File: src/rtl/mac_pkg.sv
// Shared types and constants for the MAC sequencer and its index counter.
package mac_pkg;

  typedef enum logic [1:0] {
    IDLE  = 2'd0,
    RUN   = 2'd1,
    DRAIN = 2'd2,
    DONE  = 2'd3
  } seq_state_t;

  // Operand memory read latency and total issue-to-product latency.
  localparam int MAC_RD_LAT    = 1;
  localparam int MAC_ISSUE_LAT = 2;

  // Index field width for a dimension; never narrower than one bit.
  function automatic int idx_w(input int depth);
    return (depth < 2) ? 1 : $clog2(depth);
  endfunction

endpackage

File: src/rtl/mac_idx_counter.sv
// Nested (m, n, k) iteration counter: k innermost, then n, then m.
module mac_idx_counter
  import mac_pkg::*;
#(
  parameter int M = 4,
  parameter int N = 4,
  parameter int K = 4
) (
  input  logic                clk,
  input  logic                reset,
  input  logic                clear,
  input  logic                advance,
  output logic [idx_w(M)-1:0] m,
  output logic [idx_w(N)-1:0] n,
  output logic [idx_w(K)-1:0] k,
  output logic                last
);

  localparam int MW = idx_w(M);
  localparam int NW = idx_w(N);
  localparam int KW = idx_w(K);
  localparam logic [MW-1:0] M_LAST = MW'(M - 1);
  localparam logic [NW-1:0] N_LAST = NW'(N - 1);
  localparam logic [KW-1:0] K_LAST = KW'(K - 1);

  logic [MW-1:0] m_q, m_d;
  logic [NW-1:0] n_q, n_d;
  logic [KW-1:0] k_q, k_d;

  // Next index: clear wins, otherwise step k with carries into n and m.
  always_comb begin
    m_d = m_q;
    n_d = n_q;
    k_d = k_q;
    if (clear) begin
      m_d = '0;
      n_d = '0;
      k_d = '0;
    end else if (advance) begin
      if (k_q == K_LAST) begin
        k_d = '0;
        if (n_q == N_LAST) begin
          n_d = '0;
          m_d = (m_q == M_LAST) ? '0 : m_q + 1'b1;
        end else begin
          n_d = n_q + 1'b1;
        end
      end else begin
        k_d = k_q + 1'b1;
      end
    end
  end

  // Index registers.
  always_ff @(posedge clk) begin
    if (reset) begin
      m_q <= '0;
      n_q <= '0;
      k_q <= '0;
    end else begin
      m_q <= m_d;
      n_q <= n_d;
      k_q <= k_d;
    end
  end

  assign m    = m_q;
  assign n    = n_q;
  assign k    = k_q;
  assign last = (m_q == M_LAST) && (n_q == N_LAST) && (k_q == K_LAST);

endmodule

File: src/rtl/mac_sequencer.sv
// Matrix-multiply MAC sequencer: issues A/B reads over M x N x K, registers
// the operand product with aligned index tags, and checks accumulator completion.
module mac_sequencer
  import mac_pkg::*;
#(
  parameter int M                      = 4,
  parameter int K                      = 4,
  parameter int N                      = 4,
  parameter int DATA_WIDTH_INIT_MATRIX = 32
) (
  input  logic                                clk,
  input  logic                                reset,
  input  logic                                start,
  output logic                                busy,
  output logic                                done,
  output logic                                seq_error,
  output logic                                rd_en,
  output logic [idx_w(M)-1:0]                 addr_a_row,
  output logic [idx_w(K)-1:0]                 addr_a_col,
  output logic [idx_w(K)-1:0]                 addr_b_row,
  output logic [idx_w(N)-1:0]                 addr_b_col,
  input  logic [DATA_WIDTH_INIT_MATRIX-1:0]   data_a,
  input  logic [DATA_WIDTH_INIT_MATRIX-1:0]   data_b,
  output logic [2*DATA_WIDTH_INIT_MATRIX-1:0] product_reg,
  output logic                                mult_done_reg,
  output logic [idx_w(M)-1:0]                 matrix_a_row_addr_counter_reg,
  output logic [idx_w(K)-1:0]                 matrix_a_col_addr_counter_reg,
  output logic [idx_w(K)-1:0]                 matrix_b_row_addr_counter_reg,
  output logic [idx_w(N)-1:0]                 matrix_b_col_addr_counter_reg,
  input  logic                                mac_done
);

  localparam int MW = idx_w(M);
  localparam int NW = idx_w(N);
  localparam int KW = idx_w(K);
  localparam int DW = DATA_WIDTH_INIT_MATRIX;
  localparam int PW = 2 * DATA_WIDTH_INIT_MATRIX;
  localparam logic [1:0]    DRAIN_LAST = 2'(MAC_ISSUE_LAT - 1);
  localparam logic [MW-1:0] M_LAST     = MW'(M - 1);
  localparam logic [NW-1:0] N_LAST     = NW'(N - 1);
  localparam logic [KW-1:0] K_LAST     = KW'(K - 1);

  // Full-width unsigned product; no truncation or saturation.
  function automatic logic [PW-1:0] umul_full(input logic [DW-1:0] a, input logic [DW-1:0] b);
    return PW'(a) * PW'(b);
  endfunction

  seq_state_t    state_q, state_d;
  logic          busy_q, busy_d;
  logic          done_q, done_d;
  logic          rd_en_q, rd_en_d;
  logic [1:0]    drain_q, drain_d;
  logic          seq_error_q, seq_error_d;
  logic          accept;
  logic          cnt_last;
  logic [MW-1:0] m_idx;
  logic [NW-1:0] n_idx;
  logic [KW-1:0] k_idx;

  assign accept = (state_q == IDLE) && start;

  mac_idx_counter #(.M(M), .N(N), .K(K)) u_idx (
    .clk     (clk),
    .reset   (reset),
    .clear   (accept),
    .advance (state_q == RUN),
    .m       (m_idx),
    .n       (n_idx),
    .k       (k_idx),
    .last    (cnt_last)
  );

  // Sequencer next state and registered control outputs.
  always_comb begin
    state_d = state_q;
    busy_d  = busy_q;
    done_d  = 1'b0;
    rd_en_d = rd_en_q;
    drain_d = drain_q;
    case (state_q)
      IDLE: begin
        if (start) begin
          state_d = RUN;
          busy_d  = 1'b1;
          rd_en_d = 1'b1;
        end
      end
      RUN: begin
        if (cnt_last) begin
          state_d = DRAIN;
          rd_en_d = 1'b0;
          drain_d = '0;
        end
      end
      DRAIN: begin
        if (drain_q == DRAIN_LAST) begin
          state_d = DONE;
          busy_d  = 1'b0;
          done_d  = 1'b1;
        end else begin
          drain_d = drain_q + 1'b1;
        end
      end
      DONE: begin
        state_d = IDLE;
      end
      default: begin
        state_d = IDLE;
        busy_d  = 1'b0;
        rd_en_d = 1'b0;
      end
    endcase
  end

  // Sequencer state register.
  always_ff @(posedge clk) begin
    if (reset) begin
      state_q <= IDLE;
      busy_q  <= 1'b0;
      done_q  <= 1'b0;
      rd_en_q <= 1'b0;
      drain_q <= '0;
    end else begin
      state_q <= state_d;
      busy_q  <= busy_d;
      done_q  <= done_d;
      rd_en_q <= rd_en_d;
      drain_q <= drain_d;
    end
  end

  // ---- stage p1: read in flight, capture issue tag and valid ----
  logic          vld_p1_q;
  logic [MW-1:0] m_p1_q;
  logic [KW-1:0] k_p1_q;
  logic [NW-1:0] n_p1_q;

  // Stage-1 valid; cleared by reset so in-flight reads are discarded.
  always_ff @(posedge clk) begin
    if (reset) vld_p1_q <= 1'b0;
    else       vld_p1_q <= rd_en_q;
  end

  // Stage-1 tag capture; only meaningful while vld_p1_q is set.
  always_ff @(posedge clk) begin
    m_p1_q <= m_idx;
    k_p1_q <= k_idx;
    n_p1_q <= n_idx;
  end

  // ---- stage p2: product and tags presented to the accumulator ----
  logic          vld_p2_q, vld_p2_d;
  logic [PW-1:0] product_p2_q, product_p2_d;
  logic [MW-1:0] m_p2_q, m_p2_d;
  logic [KW-1:0] k_p2_q, k_p2_d;
  logic [NW-1:0] n_p2_q, n_p2_d;

  // Tags are forced to zero on invalid cycles so b_row never reads K-1 idle.
  always_comb begin
    vld_p2_d     = vld_p1_q;
    product_p2_d = vld_p1_q ? umul_full(data_a, data_b) : product_p2_q;
    m_p2_d       = vld_p1_q ? m_p1_q : '0;
    k_p2_d       = vld_p1_q ? k_p1_q : '0;
    n_p2_d       = vld_p1_q ? n_p1_q : '0;
  end

  // Stage-2 output registers.
  always_ff @(posedge clk) begin
    if (reset) begin
      vld_p2_q     <= 1'b0;
      product_p2_q <= '0;
      m_p2_q       <= '0;
      k_p2_q       <= '0;
      n_p2_q       <= '0;
    end else begin
      vld_p2_q     <= vld_p2_d;
      product_p2_q <= product_p2_d;
      m_p2_q       <= m_p2_d;
      k_p2_q       <= k_p2_d;
      n_p2_q       <= n_p2_d;
    end
  end

  // mac_done must coincide exactly with the final product on stage 2.
  logic final_p2;
  assign final_p2 = vld_p2_q && (m_p2_q == M_LAST) && (k_p2_q == K_LAST) && (n_p2_q == N_LAST);

  // Sticky error: cleared by an accepted start, set on any completion mismatch.
  always_comb begin
    seq_error_d = (accept ? 1'b0 : seq_error_q) | (final_p2 ^ mac_done);
  end

  // Error flag register.
  always_ff @(posedge clk) begin
    if (reset) seq_error_q <= 1'b0;
    else       seq_error_q <= seq_error_d;
  end

  assign busy                          = busy_q;
  assign done                          = done_q;
  assign seq_error                     = seq_error_q;
  assign rd_en                         = rd_en_q;
  assign addr_a_row                    = m_idx;
  assign addr_a_col                    = k_idx;
  assign addr_b_row                    = k_idx;
  assign addr_b_col                    = n_idx;
  assign product_reg                   = product_p2_q;
  assign mult_done_reg                 = vld_p2_q;
  assign matrix_a_row_addr_counter_reg = m_p2_q;
  assign matrix_a_col_addr_counter_reg = k_p2_q;
  assign matrix_b_row_addr_counter_reg = k_p2_q;
  assign matrix_b_col_addr_counter_reg = n_p2_q;

endmodule

File: config.mk
export PLATFORM = sky130hd
export DESIGN_NAME = mac_sequencer
export DESIGN_NICKNAME = d
export VERILOG_FILES = /design/src/rtl/mac_pkg.sv /design/src/rtl/mac_idx_counter.sv /design/src/rtl/mac_sequencer.sv
export SDC_FILE = /design/constraint.sdc
export NUM_CORES = 2
export LEC_CHECK = 0
export ABC_AREA = 0
export CORE_MARGIN = 2
export CORE_UTILIZATION = 53
export DETAILED_ROUTE_END_ITERATION = 12
export PLACE_DENSITY = 0.77
export RECOVER_POWER = 25
export SYNTH_ARGS = -nofsm -noshare
export SYNTH_HDL_FRONTEND = slang
export SYNTH_SLANG_ARGS = --single-unit
export TNS_END_PERCENT = 1
File: constraint.sdc
create_clock -name clk -period 12.1 [get_ports clk]
set_input_delay 2.42 -clock clk [delete_from_list [all_inputs] [get_ports clk]]
set_output_delay 2.42 -clock clk [all_outputs]
set_load 0.01 [all_outputs]
Yosys cells after proc, flatten, opt, wreduce, memory -nomap -nowiden
Cells that the tools add are included.
{ "word_totals": {"out_inout_bits": 85, "elab_cells": 77, "romBits": 0, "regBits": 92, "memories": 0, "latchBits": 0, "ram_bits": 0} }
{ "classes": {"mux": 17, "n_lt_le_gt_ge": 0, "bitwise": 4, "div_mod_pow": 0, "n_eq_ne": 14, "mul": 1, "addsub": 4, "reduce_logical": 19, "shift": 0} }
{ "ops": {"columns": ["operator", "n"], "rows": [
  ["$mul A32 B32 Y64", 1],
  ["$eq A2 B2 Y1 const B", 8],
  ["$mux W2", 8],
  ["$reduce_and A3 Y1", 5],
  ["$add A2 B1 Y2 const B", 4],
  ["$ne A2 B2 Y1 const B", 4],
  ["$pmux W2 S4", 1],
  ["$logic_and A1 B1 Y1", 6],
  ["$reduce_bool A2 Y1", 3],
  ["$reduce_or A2 Y1", 3],
  ["$mux W1", 5],
  ["$eq A2 B1 Y1 const B", 2],
  ["$pmux W1 S2", 2],
  ["$pmux W2 S2", 1],
  ["$logic_not A2 Y1", 1],
  ["$not A1 Y1", 2],
  ["$reduce_and A2 Y1", 1],
  ["$or A1 B1 Y1", 1],
  ["$xor A1 B1 Y1", 1]
]} }

Logic depth before layout (Yosys ltp)
{ "logic_depth": {"word_depth": 6, "ltp_mapped": 28, "depth_no_buf": 26} }

Cells and area by module
A second synthesis with hierarchy kept.
{ "hier_totals": {"hier_cells": 4017, "hier_area_um2": 36700.2} }
{ "modules_own_cells": {"columns": ["mod", "n_inst", "area_per_inst_um2", "seq_area_each_um2", "cells_per_inst"], "rows": [
  ["mac_sequencer", 1, 36376.1, 1721.7, 3987],
  ["mac_idx_counter", 1, 324.1, 120.1, 30]
]} }

Least setup slack after synthesis
No wires, ideal clock.
{ "synth_timing": {"path_type": "input to register", "from": "input port data_a[30]", "to": "register product_p2_q[54] (netlist: product_reg[54])", "arrival_time_ns": 9.043, "required_ns": 11.968, "path_slack_ns": 2.925, "stages": 25, "cell_sequence": "clkbuf_1 -> nand2_1 -> fa_1 -> inv_1 -> fa_1 -> fa_1 -> inv_1 -> fa_1 -> inv_1 -> fa_1 -> fa_1 -> fa_1 -> inv_1 -> fa_1 -> inv_1 -> ha_1 -> a21o_1 -> a21o_1 -> a221oi_1 -> o221ai_1 -> a2111oi_2 -> nor3_2 -> or3_1 -> nand3_1 -> a21oi_1"} }
{ "synth_via": {"elab_chain_cells": 1} }
{ "synth_rtl": {"columns": ["item", "line", "source"], "rows": [
  ["start, declared", "mac_sequencer.sv:22", "input logic [DATA_WIDTH_INIT_MATRIX-1:0] data_a,"],
  ["$mul A32 B32 Y64", "mac_sequencer.sv:45", "return PW'(a) * PW'(b);"],
  ["end signal, assigned", "mac_sequencer.sv:177", "product_p2_q <= product_p2_d;"],
  ["end, declared", "mac_sequencer.sv:153", "logic [PW-1:0] product_p2_q, product_p2_d;"]
]} }
No other way between the ends.
A chain may end at the register's enable or synchronous reset.

Worst setup path in the final report
{ "layout_timing": {"from": "input port data_b[9]", "to": "register product_p2_q[54] (netlist: product_reg[54])"} }
{ "layout_via": {"elab_chain_cells": 1} }
{ "layout_rtl": {"columns": ["item", "line", "source"], "rows": [
  ["start, declared", "mac_sequencer.sv:23", "input logic [DATA_WIDTH_INIT_MATRIX-1:0] data_b,"],
  ["$mul A32 B32 Y64", "mac_sequencer.sv:45", null]
]} }
No other way between the ends.

==> run_results.csv <==
group,metric,value,unit
clock_network,cts_root_buf,"clkbuf_16",
clock_network,post_cts_resized,0,
detailed_routing,routed_via_density,5.45,
layout,drive_above_1_share,0.0290,
grt,overflow,0,
yosys,yosys-top-cells-count,"fa_1 (896), inv_1 (879), and2_1 (604)",
floorplan,die_w,267,µm
detailed_routing,drt_iter0_drc,1765,
placement,io_buffers,152,
clock_network,cts_buffer_depth,2,
timing,fmax,0.0931,GHz
timing,grt_setup_unrepaired,"no",
detailed_routing,drc,0,
detailed_routing,vias,26800,
critical_path,critPathRequiredTime,12.17,ns
worst_hold_path,hold_class,"flip-flop to flip-flop",
critical_path,cp-startpoint,"data_b[9]",
detailed_routing,drt_wl_total,93.9,mm
clock_network,cts_tree,"done",
layout,area_growth,6.56,%
detailed_routing,drtPass1Iterations,5,
clock_network,hold_buffers,0,
yosys,synth_top_area_share,0.490,
grt,antenna_found_initial,1,
timing,post-route-min-period,10.74,ns
layout,largest_reg_flops,64,
timing,max_slew_margin,-1.27,
critical_path,cp.arrival,10.81,ns
detailed_routing,ant_nets,0,
yosys,ys_seq_elements,92,
clock_network,htree_levels,3,
placement,hpwl,79.8,mm
critical_path,crit_buf_inv,4,
yosys,ys_seq_area_frac,0.0503,
clock_network,post_cts_buffers,0,
grt,grt_max_degree,73,
timing,finalSetupTns,0,ns
floorplan,initial_utilization,0.535,
yosys,syn-num-nets,5277,
worst_hold_path,worstHoldStart,"u_idx.m[1]",
critical_path,slowest_stage,"clkdlybuf4s50_1",
timing,fin_crit_sh,0.888,
critical_path,critical_path.cell_chain,"clkdlybuf4s50_1 -> buf_4 -> and2_1 -> fa_1 -> fa_1 -> inv_1 -> fa_1 -> fa_1 -> inv_1 -> fa_1 -> fa_1 -> fa_1 -> fa_1 -> ha_1 -> a21oi_1 -> o21ai_1 -> o2111ai_1 -> nor2b_1 -> nor4_2 -> a2111oi_2 -> nor3_2 -> or3_1 -> nand3_1 -> a21oi_1",
layout,fin_nets,5265,
critical_path,worst-path-max-fanout,18,
timing,clock-skew-final,0.00531,ns
grt,grt_pass1_vias,29300,
detailed_routing,post_drt_wl_per_cell,19.1,µm
yosys,syn_inst,4042,
yosys,synth_flop_cell,"dfxtp_1",
floorplan,design.core.area,68500,µm²
yosys,yosys.cell_types.count,66,
clock_network,clkTransAtPathRegs,0.07,ns
timing,drv_slew,73,
grt,grt_first_pass_wirelength,156,mm
timing,timing.hold.ws,0.402,ns
timing,setup_viol,0,
flow_run,max_cap_violations,1,
clock_network,numCtsBuffers,9,
timing,hold_viol_final,0,
yosys,yosysMostFrequentCell,"fa_1",
clock_network,clock_latency,0.34,ns
yosys,async_flop_share,0,
yosys,synthesis.area,36600,µm²
timing,tightest_slew,3.41,ns
placement,gp_congestion,0.931,
floorplan,pin_count,153,
outcome,status,"finished with violations",
outcome,violations,"capacitance limit, slew limit",
yosys,synth.avg_cell_area,9.06,µm²
layout,nFillCells,5938,
clock_network,numClockSinks,92,
critical_path,endpoint_kind,"flip-flop",
grt,grtUsageTotal,0.278,
critical_path,critPathKind,"input port to flip-flop",
yosys,synth_edf_count,0,
floorplan,die_h,267,µm
yosys,synth_warnings,0,
floorplan,die-area,71200,µm²
floorplan,num_rows,96,
yosys,synth_top_cell_by_area,"fa_1",
critical_path,cp_top_family,"adder cells",
critical_path,cpPeakStageDelay,1.09,ns
critical_path,cpMostUsedCell,"fa_1",
critical_path,startpoint_type,"input port",
yosys,synth.top_cells.by_area,"fa_1 (49%), and2_1 (10%), ha_1 (9.3%)",
critical_path,timing.rr.start,"vld_p1_q",
[area by class of cell]
type | count | area [µm²] | area share
multi-input cells | 2832 | 30600 | 0.783
inverters | 879 | 3300 | 0.0845
repair buffers | 216 | 1930 | 0.0495
flip-flops and latches | 92 | 1840 | 0.0472
well taps | 882 | 1100 | 0.0283
clock buffers | 9 | 225 | 0.00577
clock inverters | 7 | 67.6 | 0.00173
diodes | 1 | 2.50 | 0.0000641
[path summary, 6_finish.rpt]
kind / endpoint / slack (ns) / depth (start not counted)
hold reg to reg: m_p1_q[1] / 0.40 / 0
setup reg to reg: product_reg[56] / 9.61 / 5
hold / removal: m_p1_q[1] / 0.40 / 0
setup / recovery: product_reg[54] / 1.36 / 24
[worst register-to-register path: cells and delay by family (launching register included)]
family | cells | cell delay [ns]
buffers and inverters | 2 | 1.43
and+or+nand+nor | 1 | 0.43
DFF | 1 | 0.31
AOI/OAI and AO/OA | 2 | 0.25
[routing by layer]
| layer | vias up | wire length [µm] | global-route usage |
|---|---|---|---|
| li1 | 11800 | - | - |
| met5 | - | 0 | 0 |
| met1 | 13800 | 38800 | 0.381 |
| met4 | 0 | 2580 | 0.0770 |
| met3 | 161 | 7310 | 0.0460 |
| met2 | 1015 | 45200 | 0.460 |
[cell usage in the layout (no fill, tap or decap), drive strengths merged, types with 32 or more instances in the layout]
cell | netlist | routed
mux2i | 40 | 40
buf | 18 | 75
and2 | 604 | 604
clkdlybuf4s50 | 0 | 110
xnor2 | 32 | 32
fa | 896 | 896
dfxtp | 92 | 92
nor2 | 114 | 114
inv | 879 | 883
o21ai | 53 | 53
a21oi | 92 | 92
ha | 271 | 271
nand2 | 504 | 504
[per-stage QoR]
step	setup WS [ns]	instances	utilization	instance area, µm²
after floorplan	2.92	4042	-	36600
after global placement	1.41	4901	0.566	38700
after detailed placement	1.29	4901	0.566	38700
after CTS	1.62	4917	0.570	39000
after global routing	1.04	4918	0.570	39000
final	1.36	4918	0.570	39000
[cells by family after synthesis]
kind of cell	Yosys count	synth area share
and+or+nand+nor	1317	0.183
adders and majority gates	1167	0.582
buffers and inverters	1118	0.115
muxes	40	0.0109
DFF	92	0.0503
AOI/OAI and AO/OA	253	0.0452
xor gates and xnor gates	55	0.0132
Power is left out: the tool's default activity adds up to more than one toggle a clock period on the data nets, which glitch-free logic cannot reach.
